[config.mk]
export PLATFORM = sky130hd
export DESIGN_NAME = program_loader
export DESIGN_NICKNAME = d
export VERILOG_FILES = /design/src/rtl/program_loader_pkg.sv /design/src/rtl/program_loader_checksum.sv /design/src/rtl/program_loader.sv
export SDC_FILE = /design/constraint.sdc
export NUM_CORES = 1
export LEC_CHECK = 0
export CAP_MARGIN = 30
export CORE_UTILIZATION = 30
export CTS_BUF_LIST = sky130_fd_sc_hd__clkbuf_16
export DETAILED_ROUTE_END_ITERATION = 6
export SYNTH_ARGS = -nofsm -noshare
export SYNTH_HDL_FRONTEND = slang
export SYNTH_SLANG_ARGS = --single-unit
[constraint.sdc]
create_clock -name clk -period 6.8 [get_ports clk]
set_clock_uncertainty 0.05 [all_clocks]
set_input_delay 1.36 -clock clk [delete_from_list [all_inputs] [get_ports clk]]
set_output_delay 1.36 -clock clk [all_outputs]
set_load 0.05 [all_outputs]
[src/rtl/program_loader_pkg.sv]
// Shared definitions for the boot-time program loader.
// Contents: byte width, FSM state encoding, stream field order, and a
// state decode helper that tells whether a state takes a stream byte.
package program_loader_pkg;

   localparam int unsigned BYTE_W  = 8;
   localparam int unsigned STATE_W = 3;

   // FSM state encoding
   localparam logic [STATE_W-1:0] S_CNT_HI  = 3'd0;
   localparam logic [STATE_W-1:0] S_CNT_LO  = 3'd1;
   localparam logic [STATE_W-1:0] S_DATA_HI = 3'd2;
   localparam logic [STATE_W-1:0] S_DATA_LO = 3'd3;
   localparam logic [STATE_W-1:0] S_WRITE   = 3'd4;
   localparam logic [STATE_W-1:0] S_CHECK   = 3'd5;
   localparam logic [STATE_W-1:0] S_DONE    = 3'd6;
   localparam logic [STATE_W-1:0] S_ERROR   = 3'd7;

   // Order of fields in the incoming byte stream
   typedef enum logic [2:0] {
      FLD_CNT_HI,
      FLD_CNT_LO,
      FLD_DATA_HI,
      FLD_DATA_LO,
      FLD_CHK
   } stream_field_e;

   // States that consume a byte from the stream
   function automatic logic accepts_byte(input logic [STATE_W-1:0] s);
      return (s == S_CNT_HI) || (s == S_CNT_LO) || (s == S_DATA_HI) ||
             (s == S_DATA_LO) || (s == S_CHECK);
   endfunction

endpackage

[src/rtl/program_loader_checksum.sv]
// loader_checksum: running XOR accumulator over stream bytes.
// Ports:
//   clk, rst  : clock, synchronous active-high reset
//   clr       : restart the accumulation (combined with en, loads din)
//   en        : XOR din into the accumulator this cycle
//   din       : incoming byte
//   match_c   : combinational, accumulator equals din
module loader_checksum
   import program_loader_pkg::*;
(
   input  logic              clk,
   input  logic              rst,
   input  logic              clr,
   input  logic              en,
   input  logic [BYTE_W-1:0] din,
   output logic              match_c
);

   logic [BYTE_W-1:0] sum_q;
   logic [BYTE_W-1:0] sum_d;

   // next accumulator value
   always_comb begin
      sum_d = sum_q;
      if (clr) sum_d = '0;
      if (en)  sum_d = sum_d ^ din;
   end

   always_ff @(posedge clk) begin
      if (rst) sum_q <= '0;
      else     sum_q <= sum_d;
   end

   assign match_c = (sum_q == din);

endmodule

[src/rtl/program_loader.sv]
// program_loader: assembles a big-endian byte stream into 16-bit words,
// writes them to RAM from BASE_ADDR upward, verifies a trailing XOR
// checksum and releases the CPU reset only on a good image.
// Ports:
//   clk, rst             : clock, synchronous active-high reset
//   in_valid/in_data     : byte stream, accepted when in_valid && in_ready
//   in_ready             : loader can take a byte this cycle
//   mem_we/addr/wdata    : RAM write port, one-cycle pulse per word
//   cpu_rst              : CPU reset, high until a good image is loaded
//   done / error         : sticky load-complete / checksum-mismatch flags
//   words_loaded         : words written since the last reset
module program_loader
   import program_loader_pkg::*;
#(
   parameter int unsigned           DATA_WIDTH = 16,
   parameter int unsigned           ADDR_WIDTH = 16,
   parameter logic [ADDR_WIDTH-1:0] BASE_ADDR  = '0
) (
   input  logic                  clk,
   input  logic                  rst,
   input  logic                  in_valid,
   input  logic [BYTE_W-1:0]     in_data,
   output logic                  in_ready,
   output logic                  mem_we,
   output logic [ADDR_WIDTH-1:0] mem_addr,
   output logic [DATA_WIDTH-1:0] mem_wdata,
   output logic                  cpu_rst,
   output logic                  done,
   output logic                  error,
   output logic [15:0]           words_loaded
);

   logic [STATE_W-1:0]    state_q,     state_d;
   logic [BYTE_W-1:0]     hi_q,        hi_d;
   logic [15:0]           remain_q,    remain_d;
   logic [15:0]           words_q,     words_d;
   logic                  mem_we_q,    mem_we_d;
   logic [ADDR_WIDTH-1:0] mem_addr_q,  mem_addr_d;
   logic [DATA_WIDTH-1:0] mem_wdata_q, mem_wdata_d;
   logic                  cpu_rst_q,   cpu_rst_d;
   logic                  done_q,      done_d;
   logic                  error_q,     error_d;
   logic                  rdy_q,       rdy_d;

   logic accept;
   logic chk_match_c;
   logic [15:0] cnt_word;

   assign accept   = in_valid && rdy_q;
   assign cnt_word = {hi_q, in_data};

   // count bytes and data bytes feed the checksum; the CHK byte is compared
   loader_checksum u_checksum (
      .clk     (clk),
      .rst     (rst),
      .clr     (accept && (state_q == S_CNT_HI)),
      .en      (accept && (state_q != S_CHECK)),
      .din     (in_data),
      .match_c (chk_match_c)
   );

   // next-state and output computation
   always_comb begin
      state_d     = state_q;
      hi_d        = hi_q;
      remain_d    = remain_q;
      words_d     = words_q;
      mem_addr_d  = mem_addr_q;
      mem_wdata_d = mem_wdata_q;

      case (state_q)
         S_CNT_HI: begin
            if (accept) begin
               hi_d    = in_data;
               state_d = S_CNT_LO;
            end
         end
         S_CNT_LO: begin
            if (accept) begin
               remain_d = cnt_word;
               state_d  = (cnt_word != 16'd0) ? S_DATA_HI : S_CHECK;
            end
         end
         S_DATA_HI: begin
            if (accept) begin
               hi_d    = in_data;
               state_d = S_DATA_LO;
            end
         end
         S_DATA_LO: begin
            if (accept) begin
               mem_wdata_d = DATA_WIDTH'(cnt_word);
               mem_addr_d  = BASE_ADDR + ADDR_WIDTH'(words_q);
               state_d     = S_WRITE;
            end
         end
         S_WRITE: begin
            // remain_q still counts the word being written now
            words_d  = words_q + 16'd1;
            remain_d = remain_q - 16'd1;
            state_d  = (remain_q == 16'd1) ? S_CHECK : S_DATA_HI;
         end
         S_CHECK: begin
            if (accept) state_d = chk_match_c ? S_DONE : S_ERROR;
         end
         default: begin
            state_d = state_q;
         end
      endcase

      // outputs registered from the next state so they line up with it
      mem_we_d  = (state_d == S_WRITE);
      rdy_d     = accepts_byte(state_d);
      done_d    = (state_d == S_DONE);
      error_d   = (state_d == S_ERROR);
      cpu_rst_d = !done_d;
   end

   always_ff @(posedge clk) begin
      if (rst) begin
         state_q     <= S_CNT_HI;
         hi_q        <= '0;
         remain_q    <= '0;
         words_q     <= '0;
         mem_we_q    <= 1'b0;
         mem_addr_q  <= BASE_ADDR;
         mem_wdata_q <= '0;
         cpu_rst_q   <= 1'b1;
         done_q      <= 1'b0;
         error_q     <= 1'b0;
         rdy_q       <= 1'b1;
      end else begin
         state_q     <= state_d;
         hi_q        <= hi_d;
         remain_q    <= remain_d;
         words_q     <= words_d;
         mem_we_q    <= mem_we_d;
         mem_addr_q  <= mem_addr_d;
         mem_wdata_q <= mem_wdata_d;
         cpu_rst_q   <= cpu_rst_d;
         done_q      <= done_d;
         error_q     <= error_d;
         rdy_q       <= rdy_d;
      end
   end

   // ready is withheld while reset is asserted
   assign in_ready     = rdy_q && !rst;
   assign mem_we       = mem_we_q;
   assign mem_addr     = mem_addr_q;
   assign mem_wdata    = mem_wdata_q;
   assign cpu_rst      = cpu_rst_q;
   assign done         = done_q;
   assign error        = error_q;
   assign words_loaded = words_q;

endmodule

==> impl_metrics.tcl <==
set metrics [dict create \
    synth-xor-area-share_pct 6.47 \
    synth_edf_count 0 \
    yosys.area.top_type_share_pct 46.5 \
    grt-ovfl-total 0 \
    synthFlopType "dfxtp_1" \
    grt_pass1_wl_um 16200 \
    die_x_um 114 \
    tns_ps 0 \
    cts_buffer_depth 2 \
    finalNetCount 539 \
    cts_resized 0 \
    fin_crit_sh_pct 63.6 \
    dp_hpwl_um 6630 \
    syn_to_final_growth_pct 28.3 \
    die_h_um 114 \
    syn_nets 488 \
    drt_iter0_markers 197 \
    clock-root-buffer "clkbuf_16" \
    clock_latency_ps 340 \
    worstSetupPathType "input pin to output port" \
    synth_top_family_by_area "simple AND/OR/NAND/NOR gates" \
    diodes 0 \
    drtAntennaViolNets 0 \
    tightest_slew_ps 970 \
    vdd_ir_drop_max_mv 0.124 \
    maxCapViolations 0 \
    period_minus_slack_ps 4320 \
    start_util_pct 31.2 \
    hold_violations 0 \
    async_flop_share_pct 0 \
    first_pass_iters 5 \
    slew_violations 0 \
    io_pins 64 \
    synth.most_common_cell "nand2_1" \
    syn_area_um2 3790 \
    drc 0 \
    cts_tree "yes" \
    wl_per_cell_um 14.1 \
    grt_setup_unrepaired "no" \
    status "completed" \
    antenna_found_initial 0 \
    yosysUniqueCellTypes 44 \
    dr_total_vias 3402 \
    clk_pin_slew_ps 60 \
    num_rows 40 \
    drive_above_1_share_pct 6.60 \
    hold_slack_ps 403 \
    max-slew-margin-rel_pct 35.0 \
    core_area_um2 12200 \
    globalplace.congestion 0.761 \
    post_cts_buffers 0 \
    critPathMaxFanout 84 \
    setup_viol_count_final 0 \
    vias_per_cell 4.87 \
    leakage_nw 1.64 \
    yosys-mux-area-fraction_pct 0 \
    syn_avg_cell_area_um2 8.00 \
    synth_simple_gate_area_share_pct 28.7 \
    synth_top_area_cell "dfxtp_1" \
    die_area_um2 13100 \
    clock_sinks 88 \
    io_buffers 63 \
    grt_pass1_vias 3168 \
    required_ps 5390 \
    arrival_ps 2910 \
    synthTopCellsByCount "nand2_1, dfxtp_1, a21oi_1" \
    cts_buffers 9 \
    synth_fa_ha_area_share_pct 0.990 \
    startpoint_type "input pin" \
    synth_seq_cells 88 \
    ys_warn_count 0 \
    synthTopCellsByArea "dfxtp_1, nand2_1, a21oi_1" \
    hp-class "flip-flop to flip-flop" \
    synth-compound-area-share_pct 13.8 \
    power_density_nw_per_um2 237 \
    grt_max_degree 85 \
    synth_cells 474 \
    cts_hold_buf 0 \
    endpoint_kind "output port" \
    ys_seq_area_share_pct 46.5 \
    htree_levels 3 \
    wl_um 9820 \
    fmax_mhz 231 \
    grt_use_total_pct 15.8 \
]
## area by class of cell
| type | instances | area [um^2] |
|---|---|---|
| flip-flops and latches | 88 | 1760 |
| inverters | 2 | 7.51 |
| clock inverters | 7 | 93.8 |
| fillers | 1207 | 7290 |
| clock buffers | 9 | 225 |
| well taps | 168 | 210 |
| repair buffers | 67 | 656 |
| multi-input cells | 357 | 1910 |
## registers in the layout, indices dropped and copies added, names as in the netlist
name,count
mem_addr,16
mem_wdata,16
remain_q,16
words_loaded,16
hi_q,8
u_checksum.sum_q,8
state_q,3
cpu_rst,1
done,1
error,1
mem_we,1
rdy_q,1
## path summary, 6_finish.rpt
| path | cells past startpoint | slack (ps) | startpoint | end |
|---|---|---|---|---|
| setup / recovery | 4 | 2480 | rst | in_ready |
| hold / removal | 2 | 400 | mem_wdata[1]$_SDFFE_PP0P_ | mem_wdata[1]$_SDFFE_PP0P_ |
| setup reg to reg | 6 | 4080 | remain_q[5]$_SDFFE_PP0P_ | done$_SDFF_PP0_ |
| hold reg to reg | 2 | 400 | mem_wdata[1]$_SDFFE_PP0P_ | mem_wdata[1]$_SDFFE_PP0P_ |
## where the power goes
group          leakage (nW)  internal (W)  switching, W   total, W
combinational         0.772     0.0000349     0.0000530  0.0000880
sequential            0.712      0.000526     0.0000134   0.000540
clock                 0.153      0.000322      0.000205   0.000527
## routing by layer
layer	part of all wire, %	track usage (%)
met3	5.8	3.76
met2	46	24.7
met5	0	0
met4	1.5	5.80
met1	47	21.1
## layout by cell type, fill, tap and decap left out, types with 3 or more instances in the layout
cell type	instances
or4_4	4
clkdlybuf4s50_1	62
o211ai_1	7
buf_4	4
xor2_1	10
nand4_1	5
and3_1	3
nand2b_1	3
clkbuf_16	9
a21oi_1	72
o21ai_0	8
xnor2_1	18
nor4_1	6
a31oi_1	3
nand3b_1	3
nor2_1	39
nor3_1	10
ha_1	3
or3_1	6
dfxtp_1	88
nand3_1	14
nand2_1	116
## critical path, cell delays in order
cell and delay, ps:
buf_2 70, buf_4 640, nor2b_1 100, clkdlybuf4s50_1 730
## cells by family after synthesis
kind of cell | after synthesis
AO/OA/AOI/OAI | 96
AND/OR/NAND/NOR | 230
adder cells (fa/ha/maj) | 3
flip-flops | 88
XOR/XNOR | 28
buffers and inverters | 29
## stage by stage
stage	total power, W	cell area, um^2	setup WS (ps)	std cells	utilization (%)
global route	0.00120	4870	2370	698	40.0
detailed placement	0.000639	4550	2430	682	37.4
CTS	0.00117	4870	2430	698	40.0
floorplan	0.000611	3790	3140	474	-
global placement	0.000636	4550	2460	682	37.4
finish	0.00115	4870	2480	698	40.0
(Power assumes the default switching activity.)
